<file path="src/rtl/uart_pkg.sv">
`timescale 1ns/1ps
// Shared definitions for the 8N1 UART: FSM state encodings, default clocking
// constants and the data-bit count.
package uart_pkg;
    localparam int DEF_CLK_FREQ = 50_000_000;
    localparam int DEF_BAUD     = 115_200;
    localparam int DATA_BITS    = 8;
    localparam int BIT_IDX_W    = $clog2(DATA_BITS);

    typedef enum logic [1:0] {TX_IDLE, TX_START, TX_DATA, TX_STOP} tx_state_t;
    typedef enum logic [1:0] {RX_IDLE, RX_START, RX_DATA, RX_STOP} rx_state_t;
endpackage

</file>
<file path="src/rtl/uart_rx.sv">
`timescale 1ns/1ps
// UART receiver: 2-flop synchroniser, mid-bit sampling FSM, data/ready outputs.
// Optional frame_err output when UART_FRAME_ERR_EN is defined.
module uart_rx import uart_pkg::*; #(
    parameter int CLKS_PER_BIT = DEF_CLK_FREQ / DEF_BAUD
) (
    input  logic                 i_clk,
    input  logic                 i_rst,
    input  logic                 i_rx,
    output logic [DATA_BITS-1:0] o_data,
    output logic                 o_data_ready
`ifdef UART_FRAME_ERR_EN
    ,
    output logic                 o_frame_err
`endif
);
    localparam int CNT_W = $clog2(CLKS_PER_BIT);
    localparam logic [CNT_W-1:0]     FULL_LAST = CNT_W'(CLKS_PER_BIT - 1);
    localparam logic [CNT_W-1:0]     HALF_LAST = CNT_W'(CLKS_PER_BIT / 2 - 1);
    localparam logic [BIT_IDX_W-1:0] LAST_BIT  = BIT_IDX_W'(DATA_BITS - 1);

    rx_state_t              r_state, w_state_n;
    logic [CNT_W-1:0]       r_cnt, w_cnt_n;
    logic [BIT_IDX_W-1:0]   r_bit, w_bit_n;
    logic [DATA_BITS-1:0]   r_shift, w_shift_n;
    logic [DATA_BITS-1:0]   r_data;
    logic                   r_data_ready;
    logic                   r_rx_meta, r_rx_sync;
    logic                   w_stop_sample;
    logic                   w_load;

    // The stop bit is sampled mid-bit; returning to IDLE here leaves half a
    // bit of margin to catch the next start edge.
    assign w_stop_sample = (r_state == RX_STOP) && (r_cnt == FULL_LAST);
    assign w_load        = w_stop_sample && r_rx_sync;

    always_comb begin
        w_state_n = r_state;
        w_cnt_n   = r_cnt;
        w_bit_n   = r_bit;
        w_shift_n = r_shift;
        unique case (r_state)
            RX_IDLE: begin
                w_cnt_n = '0;
                w_bit_n = '0;
                if (!r_rx_sync) w_state_n = RX_START;
            end
            RX_START: begin
                if (r_cnt == HALF_LAST) begin
                    w_cnt_n   = '0;
                    w_state_n = r_rx_sync ? RX_IDLE : RX_DATA;
                end else begin
                    w_cnt_n = r_cnt + CNT_W'(1);
                end
            end
            RX_DATA: begin
                if (r_cnt == FULL_LAST) begin
                    w_cnt_n   = '0;
                    w_shift_n = {r_rx_sync, r_shift[DATA_BITS-1:1]};
                    if (r_bit == LAST_BIT) w_state_n = RX_STOP;
                    else                   w_bit_n   = r_bit + BIT_IDX_W'(1);
                end else begin
                    w_cnt_n = r_cnt + CNT_W'(1);
                end
            end
            RX_STOP: begin
                if (w_stop_sample) begin
                    w_cnt_n   = '0;
                    w_state_n = RX_IDLE;
                end else begin
                    w_cnt_n = r_cnt + CNT_W'(1);
                end
            end
            default: w_state_n = RX_IDLE;
        endcase
    end

    always_ff @(posedge i_clk) begin
        if (i_rst) begin
            r_rx_meta    <= 1'b1;
            r_rx_sync    <= 1'b1;
            r_state      <= RX_IDLE;
            r_cnt        <= '0;
            r_bit        <= '0;
            r_shift      <= '0;
            r_data       <= '0;
            r_data_ready <= 1'b0;
        end else begin
            r_rx_meta    <= i_rx;
            r_rx_sync    <= r_rx_meta;
            r_state      <= w_state_n;
            r_cnt        <= w_cnt_n;
            r_bit        <= w_bit_n;
            r_shift      <= w_shift_n;
            r_data_ready <= w_load;
            if (w_load) r_data <= r_shift;
        end
    end

    assign o_data       = r_data;
    assign o_data_ready = r_data_ready;

`ifdef UART_FRAME_ERR_EN
    logic r_frame_err;

    always_ff @(posedge i_clk) begin
        if (i_rst) r_frame_err <= 1'b0;
        else       r_frame_err <= w_stop_sample && !r_rx_sync;
    end

    assign o_frame_err = r_frame_err;
`endif
endmodule

</file>
<file path="src/rtl/uart_top.sv">
`timescale 1ns/1ps
// Full-duplex 8N1 UART top: transmitter FSM plus the uart_rx receiver.
// Define UART_FRAME_ERR_EN to add the frame_err output.
module uart_top import uart_pkg::*; #(
    parameter int CLK_FREQ = DEF_CLK_FREQ,
    parameter int BAUD     = DEF_BAUD
) (
    input  logic                 clk,
    input  logic                 rst,
    input  logic                 rx,
    output logic                 tx,
    input  logic [DATA_BITS-1:0] data_in,
    input  logic                 send,
    output logic                 busy,
    output logic [DATA_BITS-1:0] data_out,
    output logic                 data_ready
`ifdef UART_FRAME_ERR_EN
    ,
    output logic                 frame_err
`endif
);
    localparam int CLKS_PER_BIT = CLK_FREQ / BAUD;
    localparam int CNT_W = $clog2(CLKS_PER_BIT);
    localparam logic [CNT_W-1:0]     FULL_LAST = CNT_W'(CLKS_PER_BIT - 1);
    localparam logic [BIT_IDX_W-1:0] LAST_BIT  = BIT_IDX_W'(DATA_BITS - 1);

    tx_state_t            r_tx_state, w_tx_state_n;
    logic [CNT_W-1:0]     r_tx_cnt, w_tx_cnt_n;
    logic [BIT_IDX_W-1:0] r_tx_bit, w_tx_bit_n;
    logic [DATA_BITS-1:0] r_tx_shift, w_tx_shift_n;
    logic                 r_tx, w_tx_n;

    // Host handshake: send is a one-cycle request that is accepted only while
    // busy=0; a request seen while busy=1 is dropped, never queued. busy rises
    // the cycle after acceptance and falls when the stop bit completes.
    always_comb begin
        w_tx_state_n = r_tx_state;
        w_tx_cnt_n   = r_tx_cnt;
        w_tx_bit_n   = r_tx_bit;
        w_tx_shift_n = r_tx_shift;
        unique case (r_tx_state)
            TX_IDLE: begin
                w_tx_cnt_n = '0;
                w_tx_bit_n = '0;
                if (send) begin
                    w_tx_shift_n = data_in;
                    w_tx_state_n = TX_START;
                end
            end
            TX_START: begin
                if (r_tx_cnt == FULL_LAST) begin
                    w_tx_cnt_n   = '0;
                    w_tx_state_n = TX_DATA;
                end else begin
                    w_tx_cnt_n = r_tx_cnt + CNT_W'(1);
                end
            end
            TX_DATA: begin
                if (r_tx_cnt == FULL_LAST) begin
                    w_tx_cnt_n   = '0;
                    w_tx_shift_n = r_tx_shift >> 1;
                    if (r_tx_bit == LAST_BIT) w_tx_state_n = TX_STOP;
                    else                      w_tx_bit_n   = r_tx_bit + BIT_IDX_W'(1);
                end else begin
                    w_tx_cnt_n = r_tx_cnt + CNT_W'(1);
                end
            end
            TX_STOP: begin
                if (r_tx_cnt == FULL_LAST) begin
                    w_tx_cnt_n   = '0;
                    w_tx_state_n = TX_IDLE;
                end else begin
                    w_tx_cnt_n = r_tx_cnt + CNT_W'(1);
                end
            end
            default: w_tx_state_n = TX_IDLE;
        endcase
        // Line level is decoded from the next state so the pin is a clean flop.
        if (w_tx_state_n == TX_START)     w_tx_n = 1'b0;
        else if (w_tx_state_n == TX_DATA) w_tx_n = w_tx_shift_n[0];
        else                              w_tx_n = 1'b1;
    end

    always_ff @(posedge clk) begin
        if (rst) begin
            r_tx_state <= TX_IDLE;
            r_tx_cnt   <= '0;
            r_tx_bit   <= '0;
            r_tx_shift <= '0;
            r_tx       <= 1'b1;
        end else begin
            r_tx_state <= w_tx_state_n;
            r_tx_cnt   <= w_tx_cnt_n;
            r_tx_bit   <= w_tx_bit_n;
            r_tx_shift <= w_tx_shift_n;
            r_tx       <= w_tx_n;
        end
    end

    assign tx   = r_tx;
    assign busy = (r_tx_state != TX_IDLE);

    uart_rx #(
        .CLKS_PER_BIT(CLKS_PER_BIT)
    ) u_rx (
        .i_clk       (clk),
        .i_rst       (rst),
        .i_rx        (rx),
        .o_data      (data_out),
        .o_data_ready(data_ready)
`ifdef UART_FRAME_ERR_EN
        ,
        .o_frame_err (frame_err)
`endif
    );
endmodule

</file>
<file path="config.mk">
export PLATFORM = sky130hd
export DESIGN_NAME = uart_top
export DESIGN_NICKNAME = d
export VERILOG_FILES = /design/src/rtl/uart_pkg.sv /design/src/rtl/uart_rx.sv /design/src/rtl/uart_top.sv
export SDC_FILE = /design/constraint.sdc
export NUM_CORES = 1
export LEC_CHECK = 0
export CORE_MARGIN = 2
export CORE_UTILIZATION = 35
export CTS_CLUSTER_DIAMETER = 30
export DETAILED_ROUTE_END_ITERATION = 8
export PLACE_DENSITY_LB_ADDON = 0.05
export SLEW_MARGIN = 20
export SYNTH_ARGS = -nofsm -noshare
export SYNTH_HDL_FRONTEND = slang
export SYNTH_SLANG_ARGS = --single-unit
</file>
<file path="constraint.sdc">
create_clock -name clk -period 2.4 [get_ports clk]
set_input_delay 0.36 -clock clk [delete_from_list [all_inputs] [get_ports clk]]
set_output_delay 0.36 -clock clk [all_outputs]
set_load 0.005 [all_outputs]
</file>
==> flow_metrics.env <==
export IMPL_outcome="completed"
export IMPL_drive_gt1_share_pct=6.90
export IMPL_yosysUniqueCellTypes=45
export IMPL_final_common_cell="dfxtp_1"
export IMPL_layout_common_cells="dfxtp_1, nor2_1, clkdlybuf4s50_1"
export IMPL_synth_compound_area_share_pct=11.1
export IMPL_drt_total_wl_um=4700
export IMPL_max_freq_mhz=491
export IMPL_synth_seq_cells=56
export IMPL_clock_path_buffers=2
export IMPL_timing_final_crit_period_ps=2040
export IMPL_route_detailed_wl_per_inst_um=12.7
export IMPL_grt_pass1_wl_um=8050
export IMPL_yosys_warnings=0
export IMPL_firstDrtPassIters=4
export IMPL_hold_viol=0
export IMPL_muxShareOfSynthArea_pct=6.60
export IMPL_synth_top_area_share_pct=46.2
export IMPL_std_cell_rows=30
export IMPL_finalSetupTns_ps=0
export IMPL_drv_slew=0
export IMPL_htree_levels=2
export IMPL_overflow=0
export IMPL_finalCritPeriodShare_pct=84.9
export IMPL_path_class="flip-flop to primary output"
export IMPL_clk_pin_slew_worst_paths_ps=110
export IMPL_synth_fa_ha_area_share_pct=4.64
export IMPL_grt_total_usage_pct=13.1
export IMPL_synth_area_leaders="dfxtp_1, mux2i_1, nor2_1, ha_1, xnor2_1"
export IMPL_place_gp_congestion=0.747
export IMPL_synth_top_flop_cell="dfxtp_1"
export IMPL_postCtsSetupRepairBufs=0
export IMPL_synthXorXnorAreaFrac_pct=5.42
export IMPL_cts_hold_buffers=0
export IMPL_worst_skew_pair_late_latency_ps=310
export IMPL_cts_resized=0
export IMPL_synth_top_family_by_area="simple AND/OR/NAND/NOR gates"
export IMPL_synth_edff_count=0
export IMPL_syn_mean_instance_area_um2=9.18
export IMPL_min_from="u_rx.r_rx_meta"
export IMPL_syn2layout_area_growth_pct=18.6
export IMPL_fin_skew_ps=14.1
export IMPL_power_leakage_nw=1.03
export IMPL_end_kind="primary output"
export IMPL_yosysTopAreaCell="dfxtp_1"
export IMPL_pre_cts_slack_ps=332
export IMPL_setup_viol=0
export IMPL_grt_start_max_net_pins=24
export IMPL_cp_required_ps=2040
export IMPL_clkSinkCount=56
export IMPL_worst_pin_slew_ps=484
export IMPL_synth_simple_area_share_pct=22.7
export IMPL_design_area_mm2=0.00288
export IMPL_postSynth_asyncResetShare_pct=0
export IMPL_dp_hpwl_um=3340
export IMPL_dieArea_mm2=0.00761
export IMPL_startpoint="r_tx_state[1]"
export IMPL_hold_ws_ps=419
export IMPL_die_w_um=87.2
export IMPL_regArea_mm2=0.00112
export IMPL_rsz0062_at_grt="no"
export IMPL_chipHeight_um=87.2
export IMPL_setup_ws_ps=362
export IMPL_hp_class="flip-flop to flip-flop"
export IMPL_fin_nets=310
export IMPL_synth_area_mm2=0.00242
export IMPL_drc=0
export IMPL_r2r_start="u_rx.r_cnt[0]"
export IMPL_avgViaCountPerCell=5.07
export IMPL_detail_route_antenna_nets=0
export IMPL_pin_count=23
export IMPL_place_area_mm2=0.00276
export IMPL_synth_seq_area_share_pct=46.2
export IMPL_port_buffer_count=22
export IMPL_multi_input_area_mm2=0.00122
export IMPL_vias=1875
export IMPL_cts_tree="built"
export IMPL_fillers=705
export IMPL_cts_buffers=5
export IMPL_slew_headroom_pct=67.7
export IMPL_antenna_cells=0
export IMPL_drtIter0Drc=123
export IMPL_critical_path_arrival_ps=1680
export IMPL_cts_root_buffer="clkbuf_8"
export IMPL_ir_drop_mv=0.281
export IMPL_netlist_instances=264
export IMPL_start_kind="flip-flop"
export IMPL_synthesis_nets=285
export IMPL_start_util_pct=35.9
export IMPL_antenna_found_initial=0
export IMPL_crit_fanout=11
export IMPL_p_per_area_mw_per_mm2=584
export IMPL_max_cap_violations=0
export IMPL_first_global_vias=1772
export IMPL_core_region_area_mm2=0.00676
[report_power, final]
part	internal, mW	total [mW]	switching (mW)
sequential	0.943	0.956	0.0123
combinational	0.0424	0.0800	0.0376
clock	0.342	0.644	0.303
total	1.33	1.68	0.353
[kinds of logic after synthesis]
logic type,after synthesis
multiplexers,16
AND/OR/NAND/NOR,105
XOR/XNOR,15
flip-flops,56
AO/OA/AOI/OAI,42
adder cells (fa/ha/maj),9
buffers and inverters,21
[worst max-delay path, stage by stage, from the launching register on]
cell	delay (ps)
dfxtp_1	570
inv_1	200
nand2_1	110
clkdlybuf4s50_1	490
[per-stage QoR]
stage | power (mW) | util [%] | instances
finish | 1.68 | 42.6 | 370
global route | 1.76 | 42.6 | 370
CTS | 1.72 | 42.6 | 370
detailed placement | 1.06 | 40.8 | 362
global placement | 1.06 | 40.8 | 362
floorplan | 1.02 | - | 264
[metal layers]
| layer | wire length, µm | track usage (%) |
|---|---|---|
| met1 | 2390 | 17.9 |
| met2 | 2140 | 20.9 |
| met3 | 145 | 2.94 |
| met4 | 31 | 3.78 |
| met5 | 0 | 0 |
[cells in the mapped netlist (2+ instances only)]
cell and instances:
nand3_1 14, o21ai_0 7, clkbuf_1 9, nor3_1 7, mux2i_1 16, a21oi_1 15, or4_1 4, dfxtp_1 56
a31oi_1 3, xor2_1 4, ha_1 9, a22oi_1 6, nor4bb_1 2, or2_2 2, nor2_1 41, inv_1 10
nand4_1 8, and3_1 2, a311oi_1 2, nand2_1 9, xnor2_1 11, o31a_1 2, nor3b_1 2, nor2b_1 2
[registers in the layout, summed over array words and instances (netlist names), named ones only]
signal and cells:
u_rx.r_state 1, u_rx.r_shift 8, r_tx_cnt 9, u_rx.r_rx_sync 1, u_rx.o_data_ready 1, u_rx.r_rx_meta 1
u_rx.o_data 8, u_rx.r_bit 3, r_tx_state 2, tx 1, r_tx_shift 8, r_tx_bit 3
u_rx.r_cnt 9
[path summary, 6_finish.rpt]
check / end / slack (ps) / depth (start not counted)
setup / recovery: busy / 360 / 3
hold / removal: u_rx.r_rx_sync / 420 / 1
setup reg to reg: u_rx.o_data[6] / 400 / 5
hold reg to reg: u_rx.r_rx_sync / 420 / 1
[cell type report]
type	count	share of cell area [%]
Multi-Input combinational cell	187	42.5
Sequential cell	56	39.0
Timing Repair Buffer	29	9.48
Tap cell	80	3.48
Clock buffer	6	2.87
Clock inverter	2	1.35
Inverter	10	1.30
(Power assumes the default switching activity.)
